[config.mk]
export PLATFORM = sky130hd
export DESIGN_NAME = mod_updown_counter_flat
export DESIGN_NICKNAME = d
export VERILOG_FILES = /design/src/rtl/mod_updown_counter_if.sv /design/src/rtl/mod_updown_counter.sv /design/src/flat_wrapper.sv
export SDC_FILE = /design/constraint.sdc
export NUM_CORES = 1
export LEC_CHECK = 0
export CAP_MARGIN = 5
export CORE_MARGIN = 1.5
export CORE_UTILIZATION = 48
export DETAILED_ROUTE_END_ITERATION = 7
export PLACE_DENSITY = 0.77
export SYNTH_ARGS = -nofsm -noshare
export SYNTH_HDL_FRONTEND = slang
export SYNTH_SLANG_ARGS = --single-unit
[constraint.sdc]
create_clock -name clk -period 2.2 [get_ports clk]
set_input_delay 0.44 -clock clk [delete_from_list [all_inputs] [get_ports clk]]
set_output_delay 0.44 -clock clk [all_outputs]
set_load 0.01 [all_outputs]
[src/rtl/mod_updown_counter_if.sv]
// Control and status bundle for mod_updown_counter.
// The master drives the controls; the counter observes them and drives status.
interface mod_updown_counter_if #(
  parameter int unsigned WIDTH = 3
);
  logic             clr;
  logic             load;
  logic [WIDTH-1:0] load_val;
  logic             en;
  logic             up;
  logic             sat;
  logic [WIDTH-1:0] count;
  logic             tc;
  logic             wrapped;
  logic             sat_hit;
  logic             load_err;

  modport master (
    output clr, load, load_val, en, up, sat,
    input  count, tc, wrapped, sat_hit, load_err
  );

  modport slave (
    input  clr, load, load_val, en, up, sat,
    output count, tc, wrapped, sat_hit, load_err
  );
endinterface

[src/rtl/mod_updown_counter.sv]
// Modulo-N up/down counter with load, clear, saturate mode and a
// combinational terminal-count strobe for cascading stages.
module mod_updown_counter #(
  parameter int unsigned     WIDTH   = 3,
  parameter longint unsigned MODULUS = 5,
  parameter longint unsigned RST_VAL = 0
) (
  input logic                 clk,
  input logic                 rst,
  mod_updown_counter_if.slave bus
);

  if (WIDTH < 1 || WIDTH > 32 || MODULUS < 2 ||
      MODULUS > (64'd1 << WIDTH) || RST_VAL >= MODULUS) begin : g_bad
    $error("mod_updown_counter: illegal WIDTH/MODULUS/RST_VAL");
  end

  // One spare bit so MODULUS == 2**WIDTH is representable.
  localparam logic [WIDTH:0] MOD  = MODULUS[WIDTH:0];
  localparam logic [WIDTH:0] TOP  = MOD - 1'b1;
  localparam logic [WIDTH:0] RSTX = RST_VAL[WIDTH:0];

  logic [WIDTH:0] count_q;
  logic           wrapped_q;
  logic           sat_q;
  logic           err_q;

  logic [WIDTH:0] lvx;
  logic [WIDTH:0] nx;
  logic           nwrap;
  logic           nsat;
  logic           nerr;
  logic           hold_hit;

  assign lvx = {1'b0, bus.load_val};

  // Next-state: clr beats load beats en.
  always_comb begin
    nx       = count_q;
    nwrap    = 1'b0;
    nsat     = sat_q & bus.sat;
    nerr     = err_q;
    hold_hit = 1'b0;
    if (bus.clr) begin
      nx   = RSTX;
      nsat = 1'b0;
      nerr = 1'b0;
    end else if (bus.load) begin
      if (lvx < MOD) nx = lvx;
      else           nerr = 1'b1;
    end else if (bus.en) begin
      if (bus.up) begin
        if (count_q >= MOD) begin
          nx = '0;
        end else if (count_q == TOP) begin
          if (bus.sat) hold_hit = 1'b1;
          else begin
            nx    = '0;
            nwrap = 1'b1;
          end
        end else begin
          nx = count_q + 1'b1;
        end
      end else begin
        if (count_q >= MOD) begin
          nx = TOP;
        end else if (count_q == '0) begin
          if (bus.sat) hold_hit = 1'b1;
          else begin
            nx    = TOP;
            nwrap = 1'b1;
          end
        end else begin
          nx = count_q - 1'b1;
        end
      end
    end
    if (nx != count_q) nsat = 1'b0;
    if (hold_hit)      nsat = 1'b1;
  end

  // Count and status registers.
  always_ff @(posedge clk or negedge rst) begin
    if (!rst) begin
      count_q   <= RSTX;
      wrapped_q <= 1'b0;
      sat_q     <= 1'b0;
      err_q     <= 1'b0;
    end else begin
      count_q   <= nx;
      wrapped_q <= nwrap;
      sat_q     <= nsat;
      err_q     <= nerr;
    end
  end

  assign bus.count    = count_q[WIDTH-1:0];
  assign bus.wrapped  = wrapped_q;
  assign bus.sat_hit  = sat_q;
  assign bus.load_err = err_q;
  assign bus.tc       = bus.en &
                        (( bus.up & (count_q == TOP)) |
                         (!bus.up & (count_q == '0)));

endmodule

[src/flat_wrapper.sv]
// flat-port wrapper written by rule: the top's interface ports become plain ports
module mod_updown_counter_flat 
#(
  parameter int unsigned     WIDTH   = 3,
  parameter longint unsigned MODULUS = 5,
  parameter longint unsigned RST_VAL = 0
)
  (clk, rst, bus_clr, bus_load, bus_load_val, bus_en, bus_up, bus_sat, bus_count, bus_tc, bus_wrapped, bus_sat_hit, bus_load_err);
  mod_updown_counter_if #(.WIDTH(WIDTH)) bus_i ();
  input logic clk;
  input logic rst;
  input wire logic [$bits(bus_i.clr)-1:0] bus_clr;
  input wire logic [$bits(bus_i.load)-1:0] bus_load;
  input wire logic [$bits(bus_i.load_val)-1:0] bus_load_val;
  input wire logic [$bits(bus_i.en)-1:0] bus_en;
  input wire logic [$bits(bus_i.up)-1:0] bus_up;
  input wire logic [$bits(bus_i.sat)-1:0] bus_sat;
  output wire logic [$bits(bus_i.count)-1:0] bus_count;
  output wire logic [$bits(bus_i.tc)-1:0] bus_tc;
  output wire logic [$bits(bus_i.wrapped)-1:0] bus_wrapped;
  output wire logic [$bits(bus_i.sat_hit)-1:0] bus_sat_hit;
  output wire logic [$bits(bus_i.load_err)-1:0] bus_load_err;
  assign bus_i.clr = bus_clr;
  assign bus_i.load = bus_load;
  assign bus_i.load_val = bus_load_val;
  assign bus_i.en = bus_en;
  assign bus_i.up = bus_up;
  assign bus_i.sat = bus_sat;
  assign bus_count = bus_i.count;
  assign bus_tc = bus_i.tc;
  assign bus_wrapped = bus_i.wrapped;
  assign bus_sat_hit = bus_i.sat_hit;
  assign bus_load_err = bus_i.load_err;
  mod_updown_counter #(.WIDTH(WIDTH), .MODULUS(MODULUS), .RST_VAL(RST_VAL)) u_core (.clk(clk), .rst(rst), .bus(bus_i));
endmodule
==> impl_metrics.yaml, run 1 <==
cts:
  cts_buffers: 3
  cts-root-buf: "clkbuf_4"
  cts_max_path_buffers: 2
  cts_tree: "done"
  cts_sinks: 7
  path_clk_slew_ns: 0.05
  cts-htree-levels: 1
  clk_latency_ns: 0.25
synthesis:
  netlist_top_cells_count: "11 x a21oi_1, 8 x nor2_1, 7 x dfrtp_1, 7 x o21ai_0, 6 x nand2_1"
  synth_top_area_share_pct: 24.31
  netlist_instances: 96
  synth_fa_ha_area_share_pct: 5.208
  synth_ff_type: "dfrtp_1"
  synth_seq_area_share_pct: 24.31
  yosysWarnings: 0
  synth_fp_nets: 109
  synth_cell_type_count: 38
  synth_xor_area_share_pct: 0
  synthMuxAreaShare_pct: 1.389
  avgSynthCellArea_sq_um: 7.507
  synth_edf_count: 0
  synth_top_family_by_area: "simple AND/OR/NAND/NOR gates"
  synth_compound_gate_area_share_pct: 29.17
  mappedNetlistArea_sq_um: 720.7
  synthTopCellsByArea: "dfrtp_1 24%, a21oi_1 7.6%, ha_1 5.2%"
  yosysMostFrequentCell: "a21oi_1"
  synthArstFlopShare_pct: 100.0
  synth_top_cell_by_area: "dfrtp_1"
  ys_ff_latch: 7
  yosys.area_share.simple_pct: 32.99
place:
  place_area_sq_um: 1011
  dp_hpwl_mm: 1.642
  gp_congestion: 0.9460
  dp_slack_ns: -0.3662
  portBuffers: 16
critical_path:
  crit_type: "in2out"
  crit_arrival_ns: 1.66
  regToRegSetupSlack_ns: 0.15
  worstPathMaxFanout: 3
  endpoint_kind: "output pin"
  ff2ff_path_depth: 8
  startpoint_type: "input pin"
  worst_ep_required_time_ns: 1.76
flow_run:
  cap_violations: 0
power:
  power.internal_w: 0.0003045
  pwr_density_cell_nw_per_um2: 431.4
  p_sw_w: 0.0001468
  power.leakage_nw: 0.4585
  clkPwrFrac_pct: 25.7
  power.share.combinational_pct: 43.4
  swShare_pct: 32.53
  peakVddDrop_mv: 0.2007
  power_frac_seq_pct: 30.8
global_routing:
  grt_overflow: 0
  grt_pass1_wl_mm: 3.387
  grt_max_degree: 15
  antenna_found_initial: 0
  grtUsageTotal_pct: 25.31
  grt_pass1_vias: 785
sta:
  finalClockSkew_ns: 0.004151
  grt_setup_unrepaired: "no"
  min_period_over_period_pct: 95.42
  finalMaxSlewViolations: 0
  hold_viol: 0
  setup_violations: 0
  max_slew_margin_pct: 75.81
  clock.fmax_mhz: 476.4
  period_needed_ns: 2.099
  fin_ws_ns: 0.1008
  tightestPinTransition_ns: 0.3537
floorplanning:
  num_rows: 13
  coreArea_sq_um: 1350
  design.die.area_sq_um: 1743
  ios: 17
  dieHeight_microns: 41.75
  initial_utilization_pct: 53.38
  die_w_microns: 41.75
detailed_routing:
  via_count: 860
  ant_nets: 0
  viasPerCell: 5.890
  routed_wl_mm: 1.997
  first_pass_iters: 4
  routedWlPerCell_microns: 13.68
  drcViolationCount: 0
  drt_iter0_markers: 30
final_layout:
  seq_area_sq_um: 175.2
  layout.nets: 145
  multiInputGateArea_sq_um: 501.7
  fin_util_pct: 77.48
  fill_cells: 114
  area_delta_synth_final_pct: 45.14
  drive_above_1_share_pct: 23.66
  diodes: 0
  fin_area_sq_um: 1046
status:
  status: "finished clean"
worst_hold_path:
  min_path_type: "in2async"
-- cells in the final DEF (no fill, tap or decap), types with 2 or more instances in the layout --
cell	n
o21ai_0	7
a21o_1	2
a21oi_1	10
clkbuf_4	3
or3_1	2
clkdlybuf4s50_1	15
nand2_1	6
nor3_1	4
nand3_1	3
a311oi_1	2
nand2b_1	2
dfrtp_1	7
and2_1	2
nor2_1	8
inv_1	5
and3_1	2
nor2b_1	3
a31oi_1	2
buf_4	20
ha_1	3
-- stage by stage --
stage          TNS [ns]  power [W]  hold slack [ns]  std cells
6_report              0  0.0004512           0.4404        146
5_1_grt               0  0.0004858           0.4546        146
4_1_cts               0  0.0004543           0.4376        146
3_5_place_dp    -0.4547  0.0003307           0.5033        141
3_3_place_gp    -0.4193  0.0003283           0.4996        141
2_1_floorplan         0  0.0002383           0.1444         96
-- path summary, 6_finish.rpt --
path	start	to
setup / recovery	bus_up	bus_tc
setup reg to reg	u_core.count_q[0]	u_core.bus.sat_hit
min in group clk	u_core.bus.load_err	u_core.bus.load_err
hold / removal	rst	u_core.bus.wrapped
hold reg to reg	u_core.bus.load_err	u_core.bus.load_err
max in group asynchronous	rst	u_core.bus.load_err
-- power groups by stage --
stage | sequential [W] | combinational (W) | clock, W
after CTS | 0.000139 | 0.000194 | 0.000121
after global placement | 0.000141 | 0.000187 | 0
final | 0.000139 | 0.000196 | 0.000116
after floorplan | 0.000148 | 0.0000904 | 0
after detailed placement | 0.000141 | 0.000190 | 0
after global routing | 0.000140 | 0.000216 | 0.000130
-- flip-flops by register name (all words and copies together), names as in the netlist --
| register | flops |
|---|---|
| u_core.bus.wrapped | 1 |
| u_core.bus.sat_hit | 1 |
| u_core.count_q | 4 |
| u_core.bus.load_err | 1 |
-- timing repair --
item	in CTS	in global routing
buffers inserted	1	0
hold buffers	0	0
resized for setup	6	1
pin swaps	1	0
endpoints found under the setup margin	1	1
-- cell families after synthesis --
kind of cell	Yosys count
fa+ha+maj	3
buf+inv	10
simple gates	43
mux	1
flops	7
compound gates	32
-- metal layers --
layer,track usage (%),up-vias,share of wire [%]
met3,2.609,7,8.4
met1,34.56,383,45
li1,-,427,-
met4,14.84,0,2.7
met5,0,-,0
met2,38.13,43,44
-- cell type report --
| cell class | instances | area share (%) |
|---|---|---|
| well taps | 15 | 1.794 |
| flip-flops and latches | 7 | 16.75 |
| multi-input cells | 79 | 47.97 |
| repair buffers | 36 | 29.19 |
| inverters | 5 | 1.794 |
| clock buffers | 4 | 2.512 |
-- critical path, cell delays in order --
cell and delay, ns:
clkdlybuf4s50_1 0.43, or2_2 0.29, a21boi_1 0.15, buf_4 0.12
and2_1 0.11, buf_2 0.12
(Power assumes the default switching activity.)
==> inputs of run 2 (changes only) <==
--- a/config.mk
+++ b/config.mk
@@ -7,9 +7,10 @@
 export LEC_CHECK = 0
 export CAP_MARGIN = 5
 export CORE_MARGIN = 1.5
-export CORE_UTILIZATION = 48
+export CORE_UTILIZATION = 50
+export CTS_BUF_LIST = sky130_fd_sc_hd__clkbuf_8
 export DETAILED_ROUTE_END_ITERATION = 7
-export PLACE_DENSITY = 0.77
+export PLACE_DENSITY = 0.8
 export SYNTH_ARGS = -nofsm -noshare
 export SYNTH_HDL_FRONTEND = slang
 export SYNTH_SLANG_ARGS = --single-unit
==> constraint.sdc (replaced) <==
create_clock -name clk -period 2.3 [get_ports clk]
set_input_delay 0.46 -clock clk [delete_from_list [all_inputs] [get_ports clk]]
set_output_delay 0.46 -clock clk [all_outputs]
set_load 0.01 [all_outputs]
==> run 2 against run 1 <==
Hold slack improved by 0.059 ns. Clock power rose by 47%. Register-to-register slack improved by 0.08 ns. Setup slack got worse by 0.0029 ns. Sequential cell count did not move. Clock skew fell by 0.0019 ns. Utilization barely moved. Final area fell by 2.4%.
==> impl_metrics.yaml, run 2 (same netlist as run 1, synthesis figures left out) <==
critical_path:
  endpoint_kind: "output pin"
  worst_ep_required_time_ns: 1.84
  r2r_start: "u_core.count_q[0]"
  regToRegSetupSlack_ns: 0.23
  ff2ff_path_depth: 8
  startpoint_type: "input pin"
  crit_type: "in2out"
  crit_arrival_ns: 1.74
  worstPathMaxFanout: 3
  r2r_end: "u_core.bus.sat_hit"
final_layout:
  drive_above_1_share_pct: 18.40
  diodes: 0
  fin_util_pct: 77.49
  fill_cells: 98
  layout.nets: 139
  fin_area_sq_um: 1021
  area_delta_synth_final_pct: 41.67
  largest_register_ffs: 4
  regMostFlops: "u_core.count_q"
  fin_cells: 140
  layout_common_cells: "15 x clkdlybuf4s50_1, 14 x buf_4, 11 x a21oi_1"
  final_common_cell: "clkdlybuf4s50_1"
cts:
  ctsHoldBuffers: 0
  cts-root-buf: "clkbuf_8"
  cts-htree-levels: 1
  cts_tree: "done"
  cts_buffers: 3
  cts_max_path_buffers: 2
  path_clk_slew_ns: 0.04
  clk_latency_ns: 0.23
  cts_sinks: 7
global_routing:
  grt_max_degree: 15
  grt_overflow: 0
  antenna_found_initial: 0
  grt_pass1_wl_mm: 3.049
  grtUsageTotal_pct: 28.02
  grt_pass1_vias: 716
floorplanning:
  dieHeight_microns: 40.97
  coreArea_sq_um: 1318
  ios: 17
  die_w_microns: 40.97
  num_rows: 13
  initial_utilization_pct: 54.70
  design.die.area_sq_um: 1678
flow_run:
  cap_violations: 0
status:
  status: "finished clean"
place:
  dp_hpwl_mm: 1.680
  gp_congestion: 0.9226
  dp.cells: 136
  place_area_sq_um: 973.4
  portBuffers: 16
sta:
  setup_violations: 0
  period_needed_ns: 2.202
  hold_viol: 0
  clock.fmax_mhz: 454.1
  min_period_over_period_pct: 95.74
  tightestPinTransition_ns: 0.3558
  tns_ns: 0
  finalMaxSlewViolations: 0
  finalClockSkew_ns: 0.002291
  grt_setup_unrepaired: "no"
  max_slew_margin_pct: 75.66
detailed_routing:
  viasPerCell: 5.950
  via_count: 833
  ant_nets: 0
  drcViolationCount: 0
  routedWlPerCell_microns: 15.44
  routed_wl_mm: 2.162
  drt_iter0_markers: 37
  first_pass_iters: 4
power:
  peakVddDrop_mv: 0.4773
  pwr_density_cell_nw_per_um2: 472.4
  power.leakage_nw: 0.4426
  total_power_w: 0.0004823
worst_hold_path:
  min_path_type: "in2async"
run 2: worst max-delay path, cell delays in order:
cell,delay [ns]
clkdlybuf4s50_1,0.43
or2_2,0.30
a21boi_2,0.15
and2_1,0.14
dlygate4sd2_1,0.26
run 2: report_power, final:
group | internal [W] | total, W | switching, W
clock | 0.000115 | 0.000170 | 0.0000542
combinational | 0.0000867 | 0.000178 | 0.0000916
sequential | 0.000130 | 0.000134 | 0.00000441
run 2: metal layers:
layer / up-vias / GRT usage [%] / wire (microns)
met5: - / 0 / 0
met4: 0 / 6.667 / 4
met3: 2 / 5.435 / 150
met2: 33 / 48.83 / 1076
met1: 389 / 34.88 / 930
li1: 409 / - / -
run 2: timing repair:
item | CTS | global route
setup endpoints to repair | 1 | 0
setup buffers | 0 | 0
gates resized for setup | 3 | 0
run 2: cell type report:
| class | count | area [sq um] | area share [%] |
|---|---|---|---|
| Clock buffer | 3 | 41.29 | 4.044 |
| Clock inverter | 1 | 3.754 | 0.3676 |
| Inverter | 5 | 18.77 | 1.838 |
| Multi-Input combinational cell | 79 | 499.2 | 48.90 |
| Sequential cell | 7 | 175.2 | 17.16 |
| Tap cell | 15 | 18.77 | 1.838 |
| Timing Repair Buffer | 30 | 264.0 | 25.86 |
run 2: worst max-delay path by stage:
stage | from | endpoint | slack [ns] | cells after the start
after CTS | bus_up | bus_tc | 0.1 | 5
final | bus_up | bus_tc | 0.1 | 5
after global routing | bus_up | bus_tc | 0.04 | 5
after floorplan | u_core.count_q[0] | bus_tc | 0.31 | 5
after global placement | bus_up | bus_tc | -0.19 | 5
after detailed placement | bus_up | bus_tc | -0.27 | 5
run 2: metrics by stage:
stage                     worst slack, ns  hold WS [ns]
final                             0.09790        0.4994
after floorplan                    0.3136        0.1644
after detailed placement          -0.2688        0.5144
after global placement            -0.1946        0.5022
after global routing              0.03614        0.5280
after CTS                         0.09658        0.5040
==> inputs of run 3 (changes only) <==
==> constraint.sdc (replaced) <==
create_clock -name clk -period 2.52 [get_ports clk]
set_input_delay 0.504 -clock clk [delete_from_list [all_inputs] [get_ports clk]]
set_output_delay 0.504 -clock clk [all_outputs]
set_load 0.01 [all_outputs]
==> run 3 against run 2 <==
Sequential power fell by 8%. Clock skew grew 0.0017 ns. Power is 11% lower. Sequential cell count stayed put.
==> impl_metrics.yaml, run 3 (same netlist as run 1, synthesis figures left out) <==
status:
  status: "finished clean"
power:
  power.leakage_nw: 0.4325
  power.share.combinational_pct: 36.3
  p_sw_w: 0.0001313
  power_frac_seq_pct: 28.6
  clkPwrFrac_pct: 35.1
  swShare_pct: 30.55
  peakVddDrop_mv: 0.5282
  power.internal_w: 0.0002984
  pwr_density_cell_nw_per_um2: 428.8
  total_power_w: 0.0004297
detailed_routing:
  drt_iter0_markers: 40
  viasPerCell: 6.167
  routed_wl_mm: 2.070
  drcViolationCount: 0
  first_pass_iters: 4
  via_count: 851
  routedWlPerCell_microns: 15.00
  ant_nets: 0
final_layout:
  fin_area_sq_um: 1002
  fin_cells: 138
  drive_above_1_share_pct: 16.26
  final_common_cell: "clkdlybuf4s50_1"
  layout_common_cells: "15 x clkdlybuf4s50_1, 12 x buf_4, 11 x a21oi_1"
  fill_cells: 93
  layout.nets: 137
  area_delta_synth_final_pct: 39.06
  diodes: 0
  regMostFlops: "u_core.count_q"
  largest_register_ffs: 4
cts:
  ctsHoldBuffers: 0
  cts_sinks: 7
  cts_tree: "done"
  cts-htree-levels: 1
  clk_latency_ns: 0.23
  cts_max_path_buffers: 2
  cts-root-buf: "clkbuf_8"
  cts_buffers: 3
  path_clk_slew_ns: 0.04
  post_cts_buffers: 0
place:
  gp_congestion: 0.9059
  portBuffers: 16
  dp_hpwl_mm: 1.631
  dp.cells: 134
  place_area_sq_um: 958.4
global_routing:
  grtUsageTotal_pct: 29.23
  antenna_found_initial: 0
  grt_overflow: 0
  grt_pass1_vias: 712
  grt_max_degree: 15
  grt_pass1_wl_mm: 3.132
critical_path:
  worst_ep_required_time_ns: 2.02
  crit_arrival_ns: 1.78
  startpoint_type: "input pin"
  crit_type: "in2out"
  worstPathMaxFanout: 3
  endpoint_kind: "output pin"
floorplanning:
  num_rows: 13
  die_w_microns: 40.97
  design.die.area_sq_um: 1678
  dieHeight_microns: 40.97
  coreArea_sq_um: 1318
  initial_utilization_pct: 54.70
  ios: 17
flow_run:
  cap_violations: 0
sta:
  max_slew_margin_pct: 74.69
  setup_violations: 0
  grt_setup_unrepaired: "no"
  min_period_over_period_pct: 90.73
  finalClockSkew_ns: 0.004008
  clock.fmax_mhz: 437.4
  fin_hold_ws_ns: 0.5097
  period_needed_ns: 2.286
  tightestPinTransition_ns: 0.3701
  tns_ns: 0
  finalMaxSlewViolations: 0
  hold_viol: 0
worst_hold_path:
  min_path_type: "reg2reg"
-- run 3: cell types whose count changed in the layout (fill, tap and decap cells not counted) --
cell and delta:
a21boi_1 +1, buf_4 -2, a21boi_2 -1
-- run 3: metrics by stage --
step,util [%],setup WS (ns)
6_report,76.07,0.2335
5_1_grt,76.07,0.1582
4_1_cts,76.07,0.2285
3_5_place_dp,72.74,-0.09930
3_3_place_gp,72.74,-0.06928
2_1_floorplan,-,0.4896
-- run 3: layer usage --
layer	global-route usage, %	wire [microns]
met5	0	0
met4	10.83	38
met1	35.43	821
met2	50.39	1035
met3	5.435	174
-- run 3: final timing paths --
| path | startpoint | to | slack, ns | depth (start not counted) |
|---|---|---|---|---|
| setup / recovery | bus_up | bus_tc | 0.23 | 5 |
| min in group asynchronous | rst | u_core.count_q[3] | 0.53 | 1 |
| hold / removal | u_core.bus.load_err | u_core.bus.load_err | 0.51 | 2 |
| setup reg to reg | u_core.count_q[0] | u_core.bus.sat_hit | 0.46 | 8 |
| hold reg to reg | u_core.bus.load_err | u_core.bus.load_err | 0.51 | 2 |
| max in group asynchronous | rst | u_core.count_q[1] | 1.76 | 1 |
-- run 3: worst max-delay path, cell delays in order --
cell             delay [ns]
clkdlybuf4s50_1        0.43
or2_2                  0.29
a21boi_1               0.16
and2_1                 0.14
dlygate4sd2_1          0.26
-- run 3: layout make-up --
class                   instances  area, sq um  area share [%]
inverters                       5        18.77           1.873
flip-flops and latches          7        175.2           17.48
clock buffers                   3        41.29           4.120
repair buffers                 28        249.0           24.84
well taps                      15        18.77           1.873
clock inverters                 1        3.754          0.3745
multi-input cells              79        495.5           49.44
-- run 3: timing repair --
item,CTS,global route
endpoints found under the hold margin,0,0
resized for setup,2,0
endpoints found under the setup margin,1,0
-- run 3: power groups by stage --
stage,Clock [W],Sequential [W],Combinational (W)
finish,0.000151,0.000123,0.000156
global placement,0,0.000124,0.000150
detailed placement,0,0.000124,0.000154
global route,0.000164,0.000123,0.000170
CTS,0.000155,0.000123,0.000155
floorplan,0,0.000129,0.0000789
